## src/rtl/spi_rx_deserializer.sv

```systemverilog
// SPI receive deserializer: assembles DATA_WIDTH sampled bits into a word and
// hands completed words off through a valid/ready holding register.
module spi_rx_deserializer #(
    parameter int DATA_WIDTH = 8,
    localparam int CNT_W = $clog2(DATA_WIDTH)
) (
    input  logic                  i_clk,
    input  logic                  i_reset,
    input  logic                  i_sclk_enable,
    input  logic                  i_shift_enable,
    input  logic                  i_serial_in,
    input  logic                  i_MSB,
    input  logic                  i_ready,
    input  logic                  i_clear_errors,
    output logic [DATA_WIDTH-1:0] o_data,
    output logic                  o_valid,
    output logic                  o_busy,
    output logic                  o_overrun,
    output logic                  o_abort
);

    logic [DATA_WIDTH-1:0] sreg_q, sreg_d;
    logic [DATA_WIDTH-1:0] data_q, data_d;
    logic [CNT_W-1:0]      cnt_q, cnt_d;
    logic                  msb_q, msb_d;
    logic                  valid_q, valid_d;
    logic                  overrun_q, overrun_d;
    logic                  abort_q, abort_d;

    logic [DATA_WIDTH-1:0] shifted;
    logic                  order;
    logic                  last_bit;
    logic                  complete;
    logic                  overrun_set;
    logic                  abort_set;

    // The first bit of a word follows i_MSB live; later bits use the latched order.
    assign order    = (cnt_q == '0) ? i_MSB : msb_q;
    assign shifted  = order ? {sreg_q[DATA_WIDTH-2:0], i_serial_in}
                            : {i_serial_in, sreg_q[DATA_WIDTH-1:1]};
    assign last_bit = (cnt_q == CNT_W'(DATA_WIDTH - 1));

    always_comb begin
        sreg_d      = sreg_q;
        cnt_d       = cnt_q;
        msb_d       = msb_q;
        complete    = 1'b0;
        abort_set   = 1'b0;

        if (!i_shift_enable) begin
            if (cnt_q != '0) begin
                cnt_d     = '0;
                sreg_d    = '0;
                abort_set = 1'b1;
            end
        end else if (i_sclk_enable) begin
            sreg_d = shifted;
            if (cnt_q == '0) begin
                msb_d = i_MSB;
            end
            if (last_bit) begin
                cnt_d    = '0;
                complete = 1'b1;
            end else begin
                cnt_d = cnt_q + CNT_W'(1);
            end
        end
    end

    always_comb begin
        data_d      = data_q;
        valid_d     = valid_q;
        overrun_set = 1'b0;

        if (valid_q && i_ready) begin
            valid_d = 1'b0;
        end
        // A word completing into a full, unconsumed holding register is dropped.
        if (complete) begin
            if (!valid_q || i_ready) begin
                data_d  = shifted;
                valid_d = 1'b1;
            end else begin
                overrun_set = 1'b1;
            end
        end
    end

    always_comb begin
        overrun_d = overrun_q;
        abort_d   = abort_q;
        if (i_clear_errors) begin
            overrun_d = 1'b0;
            abort_d   = 1'b0;
        end
        if (overrun_set) begin
            overrun_d = 1'b1;
        end
        if (abort_set) begin
            abort_d = 1'b1;
        end
    end

    always_ff @(posedge i_clk or negedge i_reset) begin
        if (!i_reset) begin
            sreg_q    <= '0;
            data_q    <= '0;
            cnt_q     <= '0;
            msb_q     <= 1'b1;
            valid_q   <= 1'b0;
            overrun_q <= 1'b0;
            abort_q   <= 1'b0;
        end else begin
            sreg_q    <= sreg_d;
            data_q    <= data_d;
            cnt_q     <= cnt_d;
            msb_q     <= msb_d;
            valid_q   <= valid_d;
            overrun_q <= overrun_d;
            abort_q   <= abort_d;
        end
    end

    assign o_data    = data_q;
    assign o_valid   = valid_q;
    assign o_busy    = (cnt_q != '0);
    assign o_overrun = overrun_q;
    assign o_abort   = abort_q;

endmodule

```

## config.mk

```make
export PLATFORM = sky130hd
export DESIGN_NAME = spi_rx_deserializer
export DESIGN_NICKNAME = d
export VERILOG_FILES = /design/src/rtl/spi_rx_deserializer.sv
export SDC_FILE = /design/constraint.sdc
export NUM_CORES = 1
export LEC_CHECK = 0
export CAP_MARGIN = 0
export CELL_PAD_IN_SITES_DETAIL_PLACEMENT = 1
export CELL_PAD_IN_SITES_GLOBAL_PLACEMENT = 2
export CORE_MARGIN = 8
export CORE_UTILIZATION = 28
export DETAILED_ROUTE_END_ITERATION = 16
export HOLD_SLACK_MARGIN = 0.1
export PLACE_DENSITY = 0.73
export SYNTH_ARGS = -nofsm -noshare
export SYNTH_HDL_FRONTEND = slang
export SYNTH_SLANG_ARGS = --single-unit
```

## constraint.sdc

```tcl
create_clock -name i_clk -period 1.5 [get_ports i_clk]
set_input_delay 0.225 -clock i_clk [delete_from_list [all_inputs] [get_ports i_clk]]
set_output_delay 0.225 -clock i_clk [all_outputs]
set_load 0.1 [all_outputs]
```

==> Word level (Yosys, flattened, before mapping) <==
Cells that the tools add are included.
{ "word_totals": {"inputBits": 8, "elab_cells": 43, "reg_bits": 23, "out_inout_bits": 12} }
{ "op_classes": {"mux": 22, "reduce_logical": 11, "eq_ne": 2, "add_sub_neg": 1} }
{ "ops": {"columns": ["op", "count"], "rows": [
  ["$mux 8", 4],
  ["$mux 1", 14],
  ["$mux 3", 4],
  ["$reduce_and 2->1", 3],
  ["$reduce_bool 2->1", 3],
  ["$add 3x1->3 const B", 1],
  ["$eq 3x3->1 const B", 1],
  ["$logic_not 3->1", 1],
  ["$reduce_bool 3->1", 1],
  ["$ne 2x2->1 const B", 1],
  ["$logic_and 1x1->1", 1],
  ["$logic_not 1->1", 1],
  ["$logic_or 1x1->1", 1]
]} }

==> Depth between registers and ports, before layout <==
{ "depth": {"ltp_word": 6, "depth_mapped": 7, "ltp_nobuf": 6} }

==> Worst setup path before layout <==
Ideal clock, no wire load.
{ "synth_timing": {"path_kind": "register to register", "startpoint": "register valid_q (netlist: o_valid)", "endpoint": "register data_q[6] (netlist: o_data[6])", "path_buffers": 1, "arrival_ns": 1.755, "stages_incl_launch_ff": 6, "period_less_slack_ns": 1.833, "setup_slack_ns": -0.333, "setup_ns": 0.077, "required_time_ns": 1.423, "cell_sequence": "dfrtp_1 -> nand2b_1 -> nand2b_1 -> clkbuf_1 -> nand2_1 -> o21ai_1"} }
{ "synth_via": {"elab_chain_cells": 3} }
{ "synth_lines": {"columns": ["element", "line_no", "rtl"], "rows": [
  ["start: declaration", "26", "logic valid_q, valid_d;"],
  ["start signal: assignment", "118", "valid_q <= valid_d;"],
  ["$logic_not 1->1", "80", "if (!valid_q || i_ready) begin"],
  ["$logic_or 1x1->1", "80", null],
  ["$reduce_and 2->1 (no source line)", null, null],
  ["end signal: assignment", "115", "data_q <= data_d;"],
  ["end: declaration", "23", "logic [DATA_WIDTH-1:0] data_q, data_d;"]
]} }
Every way passes these cells.
A chain may end at the register's enable or synchronous reset.

==> Worst setup path in the final report <==
{ "layout_timing": {"startpoint": "register cnt_q[0]", "endpoint": "output port o_busy"} }
{ "layout_via": {"elab_chain_cells": 1} }
{ "layout_lines": {"columns": ["element", "line_no", "rtl"], "rows": [
  ["start: declaration", "24", "logic [CNT_W-1:0] cnt_q, cnt_d;"],
  ["start signal: assignment", "116", "cnt_q <= cnt_d;"],
  ["$reduce_bool 3->1", "126", "assign o_busy = (cnt_q != '0);"],
  ["end: declaration", "17", "output logic o_busy,"]
]} }
Every way passes these cells.

==> reports/results.ini <==
[setup_path]
crit_fanout = 2
worst_r2r_path_depth = 7
path_class = reg2out
worstSetupEndpointType = primary output
crit_start = cnt_q[0]
r2r_end = o_data[0]
ff2ff_setup_slack_ns = -0.05
r2r-start = cnt_q[0]
worstPathArrival_ns = 1.33
required_ns = 1.27
cp-start-kind = flip-flop

[logic_synthesis]
synth_largest_area_cell = dfrtp_1
syn-cell-area_um2 = 1000
synth_area_per_cell_um2 = 11.2
syn_inst = 90
ys_ff_latch = 23
yosysSeqAreaShare = 0.574
ys_types = 20
yosysWarnings = 0
synth_area_leaders = dfrtp_1, mux2i_1, o21ai_1, nand2_1, ha_1
synth_top_area_share = 0.548
syn-num-nets = 101

[clock_network]
clockBufferDepth = 2
cts_tree = built
clock-sinks = 23
cts_root_buf = clkbuf_4
cts-htree-levels = 1
hold_buffers = 0
insertion_delay_ns = 0.32
cts_buffers = 3
clkTransAtPathRegs_ns = 0.13

[timing]
rsz0062_at_grt = true
maxSlewViolCount = 0
fin_setup_tns_ns = -0.616
post-route-period-util = 1.04
skew_ns = 0.00540
clock.fmax_mhz = 644
hold_viol = 0
fin_crit_ns = 1.55
max_slew_margin = 0.807
fin_ws_ns = -0.0534
tightest_slew_ns = 0.290
finalSetupViolations = 17

[floorplanning]
num_rows = 21
die_w_um = 75.9
pin_count = 20
die_area_um2 = 5760
core_um2 = 3390
die_h_um = 75.9
initial_core_util = 0.296

[global_routing]
grt_pass1_vias = 832
grt_max_degree = 24
grt.total_usage = 0.0866
antenna_found_initial = 0
grt_pass1_wl_um = 4070
grt_overflow = 0

[route]
drtPass1Iterations = 4
routed_wl_um = 2340
drtAntennaViolNets = 0
vias_per_cell = 4.56
wire_per_inst_um = 13.8
drtIter0Drc = 29
drc = 0
vias = 775

[layout]
instances_no_fill = 170
nets = 136
final_cell_mix = dfrtp_1, nand2_1, o21ai_1, buf_12
fillers = 358
multi_input_area_um2 = 470
seq_area_um2 = 578
layout_commonest_cell = dfrtp_1
num_antenna_cells = 0
area_growth_syn_to_layout_pct = 58.9
drive_gt1_frac = 0.355

[hold_path]
hold_path_class = in2async

[pwr]
p_leak_nw = 0.700
powerDensity_nw_per_um2 = 1470
ir_drop_mv = 0.486
total_power_w = 0.00235

[place]
io_buffer_count = 19
routabilityCongestion = 0.771
dp.cells = 164
dpl.hpwl_um = 1780

[run_status]
outcome = complete, but fails checks
failed_checks = setup timing

[job]
drv_cap = 0

worst max-delay path, stage by stage, from the launching register on:
cell and delay, ns:
dfrtp_1 0.40, inv_1 0.06, ha_2 0.19, nand2b_4 0.08, buf_6 0.13, buf_12 0.15
registers in the layout, indices dropped and copies added, names as in the netlist:
signal,count
o_valid,1
o_overrun,1
msb_q,1
o_data,8
sreg_q,8
o_abort,1
cnt_q,3
routing by layer:
layer / global-route usage / up-vias / routed length [um]
li1: - / 377 / -
met1: 0.101 / 381 / 1050
met2: 0.137 / 13 / 1150
met3: 0.0212 / 4 / 83
met4: 0.0588 / 0 / 57
met5: 0 / - / 0
kinds of logic (layout without fill, tap and decap cells):
logic type,count (synthesis),count (layout),share of synthesized area
AO/OA/AOI/OAI,20,20,0.106
flip-flops,23,23,0.574
AND/OR/NAND/NOR,26,26,0.120
buffers and inverters,6,40,0.0299
adder cells (fa/ha/maj),3,3,0.0374
multiplexers,12,12,0.133
final cells by class:
class,count,area share
repair buffers,32,0.281
multi-input cells,61,0.295
clock inverters,1,0.00313
inverters,4,0.00940
clock buffers,3,0.0141
flip-flops and latches,23,0.362
well taps,46,0.0361
through the flow:
| stage | setup slack [ns] | hold slack [ns] | instance area (um^2) | util |
|---|---|---|---|---|
| 4_1_cts | -0.0556 | 0.245 | 1530 | 0.452 |
| 5_1_grt | -0.137 | 0.251 | 1600 | 0.471 |
| 6_report | -0.0534 | 0.234 | 1600 | 0.471 |
| 3_5_place_dp | -0.0666 | 0.486 | 1470 | 0.433 |
| 3_3_place_gp | -0.0377 | 0.479 | 1470 | 0.433 |
| 2_1_floorplan | -0.189 | -0.0706 | 1020 | - |
worst max path at each step:
stage / to / slack [ns] / cells past startpoint
final: o_busy / -0.05 / 5
after global routing: sreg_q[1] / -0.14 / 7
after CTS: o_busy / -0.06 / 5
after detailed placement: sreg_q[2] / -0.07 / 7
after global placement: sreg_q[6] / -0.04 / 7
after floorplan: o_data[7] / -0.19 / 7
cell usage after synthesis (all sizes together):
cell type / n
dfstp: 1
o22ai: 1
o21ai: 18
nand2b: 3
or2b: 1
dfrtp: 22
nor2: 1
mux2i: 11
nor2b: 1
clkbuf: 1
a32o: 1
buf: 1
nand3: 1
inv: 4
nand2: 19
ha: 3
mux2: 1
report_power, final:
part | internal [W] | leakage [nW] | switching, W
Clock | 0.000100 | 0.0177 | 0.000195
Combinational | 0.000619 | 0.371 | 0.000647
Sequential | 0.000717 | 0.311 | 0.0000772
Total | 0.00144 | 0.700 | 0.000919
timing repair:
item	in CTS	in global routing
gates cloned	0	1
buffers inserted	1	0
resized for setup	7	14
endpoints found under the setup margin	17	20
pin swaps	1	1
Note: power is estimated with default switching activity, not from simulation.
